File: src/rtl/arb_requester.sv
// Client-side companion to a four-way round-robin arbiter: counts pending requests per
// client, presents them as req lines, serves each grant for BEATS cycles and advances ptr.
module arb_requester #(
    parameter int CNT_W = 3,
    parameter int BEATS = 4,
    parameter int FLUSH = 3
) (
    input  logic       clk,
    input  logic       reset,
    input  logic [3:0] push,
    input  logic [3:0] grant,
    output logic [3:0] req,
    output logic [1:0] ptr,
    output logic       busy,
    output logic [1:0] active,
    output logic       done,
    output logic [3:0] overflow,
    output logic       err
);

    typedef enum logic [1:0] {IDLE, WAIT, SERVE, GAP} state_t;

    localparam logic [CNT_W-1:0] CNT_MAX  = '1;
    localparam logic [3:0]       BEAT_END = 4'(BEATS - 1);
    localparam logic [2:0]       GAP_END  = 3'(FLUSH - 1);

    state_t           state;
    logic [CNT_W-1:0] pending [4];
    logic [3:0]       beat;
    logic [2:0]       gap;

    logic       last_beat;
    logic       any_pending;
    logic [1:0] grant_idx;
    logic       grant_legal;
    logic [3:0] dec;

    // NOTE: every signal written in always_comb gets a default first, so no latch is inferred.
    always_comb begin
        last_beat   = (state == SERVE) && (beat == BEAT_END);
        any_pending = 1'b0;
        grant_idx   = 2'd0;
        dec         = 4'b0000;
        for (int i = 0; i < 4; i++) begin
            if (pending[i] != '0) any_pending = 1'b1;
            if (grant[i])         grant_idx   = 2'(i);
            if (last_beat && active == 2'(i)) dec[i] = 1'b1;
        end
        grant_legal = $onehot(grant) && (pending[grant_idx] != '0);
    end

    always_comb begin
        req = 4'b0000;
        for (int i = 0; i < 4; i++) begin
            req[i] = (state == WAIT) && (pending[i] != '0);
        end
    end

    assign busy = (state == SERVE);
    assign done = last_beat;

    // Push and completion decrement in the same cycle cancel; a saturated push without a
    // decrement holds the count and raises the sticky overflow bit.
    // NOTE: the counter array is only four registers, so it is reset along with the rest of the state.
    always_ff @(posedge clk or posedge reset) begin
        if (reset) begin
            for (int i = 0; i < 4; i++) pending[i] <= '0;
            overflow <= 4'b0000;
        end else begin
            for (int i = 0; i < 4; i++) begin
                if (push[i] && !dec[i]) begin
                    if (pending[i] == CNT_MAX) overflow[i] <= 1'b1;
                    else                       pending[i]  <= pending[i] + 1'b1;
                end else if (dec[i] && !push[i]) begin
                    pending[i] <= pending[i] - 1'b1;
                end
            end
        end
    end

    // NOTE: sequential state uses non-blocking assignments so every register samples pre-edge values.
    always_ff @(posedge clk or posedge reset) begin
        if (reset) begin
            state  <= IDLE;
            beat   <= 4'd0;
            gap    <= 3'd0;
            active <= 2'd0;
            ptr    <= 2'd0;
            err    <= 1'b0;
        end else begin
            case (state)
                IDLE: if (any_pending) state <= WAIT;
                WAIT: begin
                    if (grant != 4'b0000) begin
                        if (grant_legal) begin
                            active <= grant_idx;
                            beat   <= 4'd0;
                            state  <= SERVE;
                        end else begin
                            err <= 1'b1;
                        end
                    end
                end
                SERVE: begin
                    if (last_beat) begin
                        ptr   <= active + 2'd1;
                        gap   <= 3'd0;
                        state <= GAP;
                    end else begin
                        beat <= beat + 4'd1;
                    end
                end
                GAP: begin
                    // Counters seen here already include the completion decrement.
                    if (gap == GAP_END) state <= any_pending ? WAIT : IDLE;
                    else                gap   <= gap + 3'd1;
                end
                default: state <= IDLE;
            endcase
        end
    end

endmodule

File: config.mk
export PLATFORM = sky130hd
export DESIGN_NAME = arb_requester
export DESIGN_NICKNAME = d
export VERILOG_FILES = /design/src/rtl/arb_requester.sv
export SDC_FILE = /design/constraint.sdc
export NUM_CORES = 1
export LEC_CHECK = 0
export ABC_AREA = 1
export ABC_CLOCK_PERIOD_IN_PS = 2600
export CORE_AREA = 2 2 79 51
export CTS_BUF_LIST = sky130_fd_sc_hd__clkbuf_8
export DETAILED_ROUTE_END_ITERATION = 10
export DIE_AREA = 0 0 81 53
export PLACE_DENSITY = 0.87
export SYNTH_ARGS = -nofsm -noshare
export SYNTH_HDL_FRONTEND = slang
export SYNTH_SLANG_ARGS = --single-unit
export TNS_END_PERCENT = 30
File: constraint.sdc
create_clock -name clk -period 2.6 [get_ports clk]
set_clock_uncertainty 0.1 [all_clocks]
set_input_delay 0.52 -clock clk [delete_from_list [all_inputs] [get_ports clk]]
set_output_delay 0.52 -clock clk [all_outputs]
set_load 0.05 [all_outputs]
==> results of run 1 <==
-- critical path, delay by kind of cell --
kind	cells	cell delay, ns
adders and majority gates	3	1.00
buffers and inverters	3	0.28
and+or+nand+nor	6	0.70
-- worst max-delay path by stage --
| stage | cells past startpoint | start | endpoint |
|---|---|---|---|
| global route | 12 | grant[3] | beat[0]$_DFFE_PP0P_ |
| floorplan | 9 | state[0]$_DFFE_PP0P_ | pending[10]$_DFFE_PP0P_ |
| CTS | 12 | grant[0] | beat[0]$_DFFE_PP0P_ |
| global placement | 12 | grant[3] | beat[2]$_DFFE_PP0P_ |
| finish | 12 | grant[0] | beat[0]$_DFFE_PP0P_ |
| detailed placement | 12 | grant[0] | beat[3]$_DFFE_PP0P_ |
-- cell families after synthesis --
logic type / synth area share, %
AOI/OAI and AO/OA: 10.4
xor gates and xnor gates: 2.23
adders and majority gates: 14.7
buffers and inverters: 7.08
DFF: 38.3
and+or+nand+nor: 27.4
-- per-stage QoR --
step | setup TNS (ns) | std cells
after floorplan | 0 | 237
final | 0 | 323
after detailed placement | -4.24 | 316
after global routing | 0 | 323
after global placement | -3.16 | 316
after CTS | 0 | 323
-- routing by layer --
layer	GRT usage (%)	part of all wire (%)	vias to the layer above
li1	-	-	845
met1	31.8	53	762
met2	32.0	40	33
met3	5.63	5.0	8
met4	8.19	1.9	0
met5	0	0	-
-- power groups by stage --
stage	clock network (uW)	registers (uW)	logic (uW)
after floorplan	0	1000	915
after global placement	0	847	1460
after detailed placement	0	851	1520
after CTS	367	847	1570
after global routing	396	876	1750
final	362	846	1570
-- final cells by class --
class / count / share of cell area, %
Multi-Input combinational cell: 170 / 45.5
Tap cell: 47 / 2.42
Timing Repair Buffer: 32 / 12.1
Inverter: 37 / 5.72
Clock buffer: 5 / 2.84
Sequential cell: 30 / 30.9
Clock inverter: 2 / 0.413
-- timing repair --
action | in CTS | in global routing
setup endpoints to repair | 9 | 0
hold endpoints to repair | 0 | 0
gates resized for setup | 14 | 0
-- cell usage in the layout (no fill, tap or decap), types with 2 or more instances in the layout --
cell type	netlist	final
ha_1	15	15
xor2_1	5	5
nand3_4	1	2
buf_4	0	13
nand4_1	5	5
clkdlybuf4s50_1	0	15
nor3_1	3	3
inv_2	2	5
a31oi_1	3	3
o211ai_1	3	3
clkinv_2	0	2
o21ai_1	3	3
dlygate4sd2_1	0	3
dfrtp_1	30	30
o21bai_1	5	5
clkbuf_8	0	5
nor2_1	9	9
fa_1	5	5
nand2_1	63	59
nand3b_1	3	3
or2_4	3	3
inv_1	35	32
o21ai_0	9	9
o21ai_2	4	4
a21oi_1	3	3
nand2_2	3	7
nand3_1	20	18
-- flip-flops by register name, summed over array words and instances (netlist names) --
| register | flops |
|---|---|
| pending | 12 |
| beat | 4 |
| overflow | 4 |
| gap | 3 |
| active | 2 |
| ptr | 2 |
| state | 2 |
| err | 1 |
==> results.json, run 1 <==
{
  "outcome": "completed",
  "firstDrtPassIters": 4,
  "endpoint_kind": "flip-flop",
  "placement.io_buffers": 24,
  "first_global_vias": 1554,
  "regArea_sq_um": 751,
  "grt_overflow_total": 0,
  "postPlaceCellArea_sq_mm": 0.00232,
  "setup_slack_ns": 0.160,
  "via_per_inst": 5.10,
  "postSynthAreaPerCell_sq_um": 8.28,
  "synth_cell_type_count": 26,
  "min_to": "overflow[0]$_DFFE_PP0P_",
  "synth_area_leaders": "dfrtp_1, nand2_1, ha_1",
  "min-delay-start": "overflow[0]$_DFFE_PP0P_",
  "r2r_slack_ns": 0.35,
  "hold_class": "flip-flop to flip-flop",
  "syn2layout_area_growth_pct": 23.7,
  "antenna_found_initial": 0,
  "ctsHoldBuffers": 0,
  "fp.dieW_um": 81,
  "grt_max_degree": 31,
  "finalCoreUtilization_pct": 68.7,
  "syn_nets": 267,
  "first_iter_violations": 97,
  "min_period_over_period_pct": 93.8,
  "dp_worst_setup_slack_ns": -0.537,
  "wire_per_inst_um": 12.5,
  "r2r_cells": 10,
  "hold_slack_ns": 0.369,
  "post-cts-setup-buffers": 0,
  "synth-edff-count": 0,
  "grt_pass1_wl_um": 7010,
  "clock_path_buffers": 2,
  "cts-root-buf": "clkbuf_8",
  "die-area_sq_mm": 0.00429,
  "p_sw_share_pct": 49.8,
  "drive_above_1_share_pct": 16.7,
  "yosys-top-cells-count": "nand2_1, inv_1, dfrtp_1",
  "yosysTopAreaCell": "dfrtp_1",
  "min_path_cells": 1,
  "finalPower_uw": 2780,
  "tightest_slew_ns": 0.499,
  "slowest_delay_ns": 0.53,
  "cts_buffers": 5,
  "post-route-min-period_ns": 2.44,
  "relSlewSlack_pct": 66.6,
  "insertion_delay_ns": 0.29,
  "synthCells": 237,
  "core_sq_mm": 0.00353,
  "pwr-share-clk_pct": 13.0,
  "cp_max_fo": 4,
  "r2r_start": "state[0]$_DFFE_PP0P_",
  "rows": 17,
  "io_pins": 25,
  "critical_path_required_ns": 2.68,
  "critical_path_class": "primary input to flip-flop",
  "cts_sinks": 30,
  "hold_violations": 0,
  "cp-start-kind": "primary input",
  "seq_area_frac_synth_pct": 38.3,
  "synth_flop_cell": "dfrtp_1",
  "yosysMostFrequentCell": "nand2_1",
  "p_per_area_mw_per_mm2": 1140,
  "clock.fmax_ghz": 0.410,
  "clk_pin_slew_worst_paths_ns": 0.07,
  "finalNetCount": 306,
  "routabilityCongestion": 0.861,
  "drv_cap": 0,
  "combPwrFrac_pct": 56.5,
  "p_switching_uw": 1380,
  "power_leakage_uw": 0.00122,
  "ys_ff_latch": 30,
  "grt_use_total_pct": 22.1,
  "synth_top_area_share_pct": 38.3,
  "start_util_pct": 55.6,
  "crit_chain": "dlygate4sd2_1 -> inv_2 -> fa_1 -> inv_1 -> ha_1 -> ha_1 -> nor3b_2 -> nand3_1 -> nand2_2 -> nand3_4 -> nand2_1 -> nand2_1",
  "antenna_cells": 0,
  "place_hpwl_um": 3170,
  "p_int_uw": 1390,
  "final_area_sq_mm": 0.00243,
  "h-tree-depth": 2,
  "synthArstFlopShare_pct": 100,
  "drt_wl_total_um": 4030,
  "synth_warnings": 0,
  "multiInputGateArea_sq_mm": 0.00110,
  "peakVddDrop_v": 0.000585,
  "die_y_um": 53,
  "seqPwrFrac_pct": 30.5,
  "route.detailed.drc": 0,
  "crit_slowest_cell": "fa_1",
  "r2r_end": "pending[11]$_DFFE_PP0P_",
  "final-setup-viol-count": 0,
  "route.vias.total": 1648,
  "fillers": 298,
  "syn_area_sq_mm": 0.00196,
  "finalMaxSlewViolations": 0,
  "cts_tree": "built",
  "arrival_ns": 2.52,
  "rsz0062_at_grt": "no",
  "ant_nets": 0
}
(Power assumes the default switching activity.)
==> inputs of run 2 (changes only) <==
HOLD_SLACK_MARGIN = 0.1   (was unset)
==> results of run 2 <==
Final layout, timing and power as in run 1 (identical DEF).
==> inputs of run 3 (changes only) <==
CAP_MARGIN = 30   (was unset)
==> results of run 3 <==
Final layout, timing and power as in run 1 (identical DEF).
